<file path="src/rtl/afifo_pkg.sv">
// Shared types and default parameters for the async-FIFO read-side packer.
package afifo_pkg;

  typedef enum logic [1:0] {
    IDLE = 2'd0,
    FILL = 2'd1,
    SEND = 2'd2
  } state_t;

  localparam int DEF_DSIZE = 8;
  localparam int DEF_LANES = 4;
  localparam int DEF_TMO   = 16;

  // Lane counter must reach LANES itself, so it needs one bit more than the lane index.
  function automatic int cnt_width(input int lanes);
    return $clog2(lanes) + 1;
  endfunction

endpackage

</file>
<file path="src/rtl/afifo_out_reg.sv">
// Output holding register with valid/ready handshake; payload is held while stalled.
module afifo_out_reg #(
  parameter int WIDTH = 8
) (
  input  logic             clk,
  input  logic             rst,
  input  logic             load,
  input  logic             ready,
  input  logic [WIDTH-1:0] din,
  output logic             valid,
  output logic [WIDTH-1:0] dout,
  output logic             free
);

  assign free = !valid || ready;

  // Capture a new word on load; otherwise drop valid once the consumer has taken the word.
  always_ff @(posedge clk or posedge rst) begin
    if (rst) begin
      valid <= 1'b0;
      dout  <= '0;
    end else if (load) begin
      valid <= 1'b1;
      dout  <= din;
    end else if (ready) begin
      valid <= 1'b0;
    end
  end

endmodule

</file>
<file path="src/rtl/afifo_rd_pack.sv">
// Pops entries from an async FIFO read port and packs LANES of them into one output word,
// emitting partial words on flush or after an idle timeout.
module afifo_rd_pack
  import afifo_pkg::*;
#(
  parameter int DSIZE = DEF_DSIZE,
  parameter int LANES = DEF_LANES,
  parameter int TMO   = DEF_TMO
) (
  input  logic                   rclk,
  input  logic                   rrst,
  input  logic                   rempty,
  input  logic [DSIZE-1:0]       rdata,
  output logic                   rinc,
  input  logic                   flush,
  output logic                   m_valid,
  input  logic                   m_ready,
  output logic [DSIZE*LANES-1:0] m_data,
  output logic [LANES-1:0]       m_keep
);

  localparam int LW = $clog2(LANES);
  localparam int CW = cnt_width(LANES);
  localparam int TW = $clog2(TMO) + 1;
  // The timer is compared before it increments, so the limit is one below TMO-1.
  localparam logic [TW-1:0] TLIM = TW'((TMO >= 2) ? TMO - 2 : 0);

  state_t                   state, state_nxt;
  logic [CW-1:0]            cnt;
  logic [TW-1:0]            timer;
  logic [DSIZE*LANES-1:0]   word;
  logic [LANES-1:0]         keep_c;
  logic                     pop;
  logic                     load;
  logic                     out_free;
  logic [LANES+DSIZE*LANES-1:0] out_q;

  assign pop = rinc;

  // State register.
  always_ff @(posedge rclk or posedge rrst) begin
    if (rrst) state <= IDLE;
    else      state <= state_nxt;
  end

  // Next state: a full word, a flush with data, or an idle timeout all hand the word to SEND.
  always_comb begin
    state_nxt = state;
    unique case (state)
      IDLE, FILL: begin
        if (pop && cnt == CW'(LANES - 1))                 state_nxt = SEND;
        else if (flush && (cnt != '0 || pop))             state_nxt = SEND;
        else if (state == FILL && !pop && timer >= TLIM)  state_nxt = SEND;
        else if (pop)                                     state_nxt = FILL;
      end
      SEND:    if (out_free) state_nxt = IDLE;
      default: state_nxt = IDLE;
    endcase
  end

  // Outputs: pop only when data is present and no word is waiting; load the output when it frees up.
  always_comb begin
    rinc = !rempty && (state != SEND) && !rrst;
    load = (state == SEND) && out_free;
  end

  // Packing datapath: write each popped entry into the next lane and track idle time.
  always_ff @(posedge rclk or posedge rrst) begin
    if (rrst) begin
      cnt   <= '0;
      timer <= '0;
      word  <= '0;
    end else if (load) begin
      cnt   <= '0;
      timer <= '0;
      word  <= '0;
    end else if (state != SEND) begin
      if (pop) begin
        word[int'(cnt[LW-1:0]) * DSIZE +: DSIZE] <= rdata;
        cnt   <= cnt + 1'b1;
        timer <= '0;
      end else if (state == FILL) begin
        timer <= timer + 1'b1;
      end
    end
  end

  // Keep mask covers lanes 0..cnt-1.
  always_comb begin
    keep_c = '0;
    for (int i = 0; i < LANES; i++) keep_c[i] = (cnt > CW'(i));
  end

  afifo_out_reg #(
    .WIDTH(LANES + DSIZE * LANES)
  ) u_out (
    .clk  (rclk),
    .rst  (rrst),
    .load (load),
    .ready(m_ready),
    .din  ({keep_c, word}),
    .valid(m_valid),
    .dout (out_q),
    .free (out_free)
  );

  assign m_keep = out_q[LANES+DSIZE*LANES-1 -: LANES];
  assign m_data = out_q[DSIZE*LANES-1:0];

endmodule
</file>
<file path="config.mk">
export PLATFORM = sky130hd
export DESIGN_NAME = afifo_rd_pack
export DESIGN_NICKNAME = d
export VERILOG_FILES = /design/src/rtl/afifo_pkg.sv /design/src/rtl/afifo_out_reg.sv /design/src/rtl/afifo_rd_pack.sv
export SDC_FILE = /design/constraint.sdc
export NUM_CORES = 1
export LEC_CHECK = 0
export ABC_CLOCK_PERIOD_IN_PS = 2800
export CORE_UTILIZATION = 24
export CTS_BUF_LIST = sky130_fd_sc_hd__clkbuf_8
export DETAILED_ROUTE_END_ITERATION = 10
export GPL_ROUTABILITY_DRIVEN = 0
export GPL_TIMING_DRIVEN = 0
export HOLD_SLACK_MARGIN = 0.15
export SLEW_MARGIN = 20
export SYNTH_ARGS = -nofsm -noshare
export SYNTH_HDL_FRONTEND = slang
export SYNTH_SLANG_ARGS = --single-unit
</file>
<file path="constraint.sdc">
create_clock -name rclk -period 2.8 [get_ports rclk]
set_input_delay 0.42 -clock rclk [delete_from_list [all_inputs] [get_ports rclk]]
set_output_delay 0.42 -clock rclk [all_outputs]
set_load 0.03 [all_outputs]
</file>
# After elaboration in Yosys (flattened, before gate mapping)
# Index checks and enable logic that the tools add are counted.
dict set report word_totals {
  ff_bits 79
  in_bits 13
  out_inout_bits 38
  wordCells 64
}
dict set report op_classes {
  add_sub_neg 3
  order_cmp 5
  eq_ne 6
  shift 2
  n_mux 19
  reduce_logical 23
}
# op count
set ops {}
lappend ops {{32-bit two-way mux} 3}
lappend ops {{5-bit negation with 33-bit output} 1}
lappend ops {{8-bit by 33-bit variable shift with 32-bit output, first input constant} 1}
lappend ops {{8-bit by 33-bit variable part select with 32-bit output} 1}
lappend ops {{32-bit bitwise mux} 1}
lappend ops {{5-bit two-way mux} 4}
lappend ops {{2-bit two-way mux} 5}
lappend ops {{3-bit two-way mux} 3}
lappend ops {{1-bit logical AND} 7}
lappend ops {{3-bit by 1-bit > comparator with 1-bit output, second input constant} 2}
lappend ops {{3-bit by 2-bit > comparator with 1-bit output, second input constant} 2}
lappend ops {{2-bit AND reduction} 3}
lappend ops {{2-bit nonzero test} 3}
lappend ops {{3-bit nonzero test} 2}
lappend ops {{5-bit by 1-bit adder with 5-bit output, second input constant} 1}
lappend ops {{5-bit by 4-bit >= comparator with 1-bit output, second input constant} 1}
lappend ops {{5-bit inequality test, second input constant} 1}
lappend ops {{1-bit logical NOT} 4}
lappend ops {{2-bit inequality test, second input constant} 2}
lappend ops {{2-bit case mux with 2 select lines} 1}
lappend ops {{3-bit by 1-bit adder with 3-bit output, second input constant} 1}
lappend ops {{3-bit by 2-bit == test with 1-bit output, second input constant} 1}
lappend ops {{2-bit by 1-bit == test with 1-bit output, second input constant} 1}
lappend ops {{2-bit == test, second input constant} 1}
lappend ops {{4 further kinds} 6}

# Depth between registers and ports, before layout
dict set report depth {
  ltp_word 10
  depth_mapped 6
  depth_no_buf 5
}

# Hierarchy
# From an unflattened synthesis, not the netlist that was laid out.
dict set report unflattened {
  hier_cells 249
  hier_area_um2 3477.1
}
# module n_inst cells_each area_per_inst_um2 seq_area_each_um2
set by_module_without_submodules {}
lappend by_module_without_submodules {afifo_rd_pack 1 169 1949.4 1051.0}
lappend by_module_without_submodules {afifo_out_reg 1 80 1527.7 925.9}

# Least setup slack after synthesis
# Ideal clock, no wire load.
dict set report synth_path {
  path_kind {flip-flop to flip-flop}
  startpoint {reg cnt[0]}
  endpoint {reg word[16]}
  setup_ps 80
  arrival_ps 1662
  required_ps 2720
  path_slack_ps 1058
  stages_incl_launch_ff 7
  path_buffers 1
  synth_period_minus_slack_ps 1742
  path_cell_list {dfrtp_1 -> clkbuf_1 -> inv_1 -> ha_1 -> nor3b_2 -> nand2_1 -> mux2i_1}
}
dict set report synth_between {
  elab_chain_len 6
  word_cells_on_any_way 7
  classes_between {add/sub (1); shift (2); mux (4)}
}
# item line_no
set synth_lines {}
lappend synth_lines {{from (decl)} afifo_rd_pack.sv:29} ;# logic [CW-1:0] cnt;
lappend synth_lines {{from (signal assigned)} afifo_rd_pack.sv:80} ;# cnt <= cnt + 1'b1;
lappend synth_lines {{5-bit negation with 33-bit output (*)} afifo_rd_pack.sv:79} ;# word[int'(cnt[LW-1:0]) * DSIZE +: DSIZE] <= rdata;
lappend synth_lines {{8-bit by 33-bit variable part select with 32-bit output / 8-bit by 33-bit variable shift with 32-bit output (equally long branches)} afifo_rd_pack.sv:79}
lappend synth_lines {{32-bit bitwise mux (*)} afifo_rd_pack.sv:79}
lappend synth_lines {{32-bit two-way mux (*)} afifo_rd_pack.sv:78} ;# if (pop) begin
lappend synth_lines {{32-bit two-way mux (*)} afifo_rd_pack.sv:77} ;# end else if (state != SEND) begin
lappend synth_lines {{32-bit two-way mux (*)} afifo_rd_pack.sv:73} ;# end else if (load) begin
lappend synth_lines {{to (signal, indexed assignment)} afifo_rd_pack.sv:79}
lappend synth_lines {{to (decl)} afifo_rd_pack.sv:31} ;# logic [DSIZE*LANES-1:0] word;
# Every way passes the cells marked *; elsewhere a longest branch is shown, timed or not. The select of a mux whose other input is x is not followed.
# A chain may end at the register's enable or synchronous reset.

# Worst setup path in the final report
dict set report layout_path {
  startpoint {in rrst}
  endpoint {out rinc}
}
dict set report layout_between {
  elab_chain_len 2
}
# item line_no
set layout_lines {}
lappend layout_lines {{from (decl)} afifo_rd_pack.sv:11} ;# input logic rrst,
lappend layout_lines {{1-bit logical NOT (no line)} n/a}
lappend layout_lines {{1-bit logical AND} afifo_rd_pack.sv:63} ;# rinc = !rempty && (state != SEND) && !rrst;
lappend layout_lines {{to (decl)} afifo_rd_pack.sv:14} ;# output logic rinc,
# Every way passes these cells.

==> key figures <==
Status
  – Outcome: finished with violations
  – Failing checks: design-rule violations

Clock tree
  – H-tree depth: 3
  – Clk pin slew, worst setup/hold paths: 0.08 ns
  – Clock root buffer: clkbuf_8
  – Clock Tree Buf Depth: 2
  – Sink count of the clock tree: 79
  – Clock latency on the worst-skew pair: 0.36 ns
  – CTS Buf Count: 9
  – Setup bufs post-CTS: 0
  – CTS tree: done

Floorplan
  – Rows: 44
  – Core area: about 15000 µm²
  – Starting Density: 0.248
  – # IOs: 51
  – Die area: 15700 µm²
  – DIE HEIGHT: 125 µm
  – Chip Width: 125 µm

Worst setup path
  – R2R depth: 6
  – Slowest CP cell: clkdlybuf4s50_1
  – WP data required: 2.38 ns
  – Critical Path AT: ~1.8 ns
  – FF-to-FF End: word[3]
  – CP Cell Sequence: clkdlybuf4s50_1 > or2_2 > nor2_1 > dlymetal6s2s_1
  – R2R setup slack: 0.55 ns
  – CP Class: in -> out
  – Reg2reg start: cnt[0]
  – Crit start category: input port
  – Max stage delay on crit path: 0.49 ns
  – Critical path endpoint: rinc
  – Critical path launch point: rrst
  – Crit. End Element: primary output
  – Crit path max fanout: 4

Route
  – WL final: 8850 µm
  – Routed length on met3: around 400 µm
  – Drt first pass iters: 7
  – Met2 routed WL: 4300 µm
  – DRC: 2
  – Drt via density: ~4.5
  – DR vias: 2565
  – DR iter-0 viols: 132
  – Metal1 wirelength: 4020 µm
  – Routed len/inst: about 16 µm
  – Max Used Layer: met4
  – Antenna Nets Post-Route: 0

Global route
  – Initial antenna violation count: 0
  – Vias in the first global route: about 2600
  – Largest net degree at the start of global routing: 60
  – Total grt overflow: 0
  – Global-route wire length before repair: between 10000 and 15000 µm
  – Total GRT Usage: 0.117

Cells and area
  – Most common cell after layout, fill and taps aside: dfrtp_1
  – Synth-to-Final Area Change: 25.9%
  – Antenna Cells: 0
  – Most frequent cells in the layout: dfrtp_1, o21ai_0, clkdlybuf4s50_1, inv_1, nand2_1
  – Final std cells w/o fill: around 560
  – Final Cell Area: 4580 µm²
  – Fillers: 1505
  – Area of the multi-input gates: roughly 1400 µm²
  – Share of cells above drive strength 1: 0.145
  – Reg area: 1980 µm²
  – Final core occ: 0.313
  – Final net count: 400

STA
  – Post-route clock period utilization: 0.805
  – Fmax: approximately 440 MHz
  – RSZ-0062 raised after global routing: no
  – Slew @ Worst Pin: 0.610 ns
  – Worst hold margin: 0.436 ns
  – Slew headroom: 0.591
  – Post-route minimum period: between 2 and 2.5 ns
  – Clock Skews: 0.00888 ns
  – Max-slew violation count: 0
  – Final Setup Violations: 0
  – Fin worst setup slack: between 0.5 and 0.6 ns
  – Fin. Hold Viols: 0

Synthesis
  – Syn Inst Count: 314
  – Synth cell types: 42
  – Post-Syn Nets: 338
  – Primary FF master, synth: dfrtp_1
  – Syn_area_per_cell: ~12 µm²
  – Register area share after synthesis: 0.543
  – Yosys warning total: 0
  – Yosys reg bits: 79
  – Post-synth EDFFs: 0
  – Synthesized cell area: between 3000 and 4000 µm²
  – Asr flop ratio synth: 1.00

Pwr
  – Peak VDD IR: 259 µV
  – Leakage: 0.00215 µW
  – Net Sw Frac: 0.392
  – Clock share of power: 0.206
  – Sequential Power Share: 0.377
  – P_sw: roughly 1500 µW
  – Internal power: ~2400 µW
  – Fraction of power consumed by combinational cells: 0.417
  – Pwr Density: 861 nW/µm²

Placement
  – Setup WS pre-CTS: approximately 0.15 ns
  – DP HPWL: 6350 µm
  – Dpl cells: 549
  – I/O Buffers: 50
  – Post-DP Area: ~4400 µm²

Job
  – Maxcap violations: 0

Worst hold path
  – Hold crit path type: in -> async
-- layer usage --
layer / track usage / vias up
li1: - / 1226
met1: 0.143 / 1286
met2: 0.194 / 41
met3: 0.0377 / 12
met4: 0.0387 / 0
met5: 0 / -
-- cells by family after synthesis --
| group | share of synthesized area |
|---|---|
| and+or+nand+nor | 0.0877 |
| xor gates and xnor gates | 0.00241 |
| muxes | 0.113 |
| DFF | 0.543 |
| adders and majority gates | 0.0378 |
| AOI/OAI and AO/OA | 0.152 |
| buffers and inverters | 0.0643 |
-- registers in the layout (all words and copies together), names as in the netlist --
name and flops:
cnt 3, timer 5, u_out.valid 1, u_out.dout 36
state 2, word 32
-- what timing repair did --
item / in CTS / in global routing
gates resized for setup: 0 / 1
hold buffers: 0 / 0
setup endpoints to repair: 0 / 1
-- power groups by stage --
stage                     logic, µW  registers, µW  clock network (µW)
after global placement         1620           1500                   0
after detailed placement       1650           1510                   0
after global routing           1780           1510                 885
after CTS                      1660           1490                 825
final                          1650           1490                 812
after floorplan                 963           1650                   0
-- final cells by class --
class                           count  share of cell area
Clock inverter                      6              0.0120
Clock buffer                        9              0.0270
Sequential cell                    79               0.432
Timing Repair Buffer               51               0.116
Tap cell                          184              0.0503
Inverter                           29              0.0243
Multi-Input combinational cell    188               0.312
Buffer                             18              0.0273
-- synthesized netlist by cell type (3+ instances only) --
library cell | number | area, µm²
nor2_1 | 4 | 15.0
dfrtp_1 | 79 | 1980
nand2_1 | 19 | 71.3
a211oi_1 | 3 | 22.5
o32ai_1 | 17 | 149
o21ai_0 | 55 | 275
mux2_4 | 10 | 150
mux2_2 | 7 | 78.8
nor2b_1 | 3 | 18.8
ha_1 | 11 | 138
nand2b_1 | 3 | 18.8
inv_1 | 29 | 109
mux2i_1 | 17 | 170
buf_6 | 7 | 78.8
a21oi_1 | 7 | 35.0
clkbuf_1 | 7 | 26.3
buf_2 | 3 | 15.0
-- how the worst min path moves through the flow --
stage,endpoint,depth (start not counted),startpoint
final,state[0],2,rrst
after global routing,word[30],2,rrst
after CTS,state[0],2,rrst
after detailed placement,u_out.dout[32],1,u_out.dout[32]
after global placement,u_out.dout[7],1,word[7]
after floorplan,u_out.dout[20],1,word[20]
-- metrics by stage --
step                      total power [µW]  setup TNS [ns]
final                                 3940               0
after global routing                  4180               0
after CTS                             3980               0
after detailed placement              3160               0
after global placement                3120          -75.02
after floorplan                       2620               0
-- critical path, delay by kind of cell --
family	cells	cell delay (ns)
and+or+nand+nor	2	0.59
buffers and inverters	2	0.82
No activity file was read; power rests on OpenSTA's default activity.
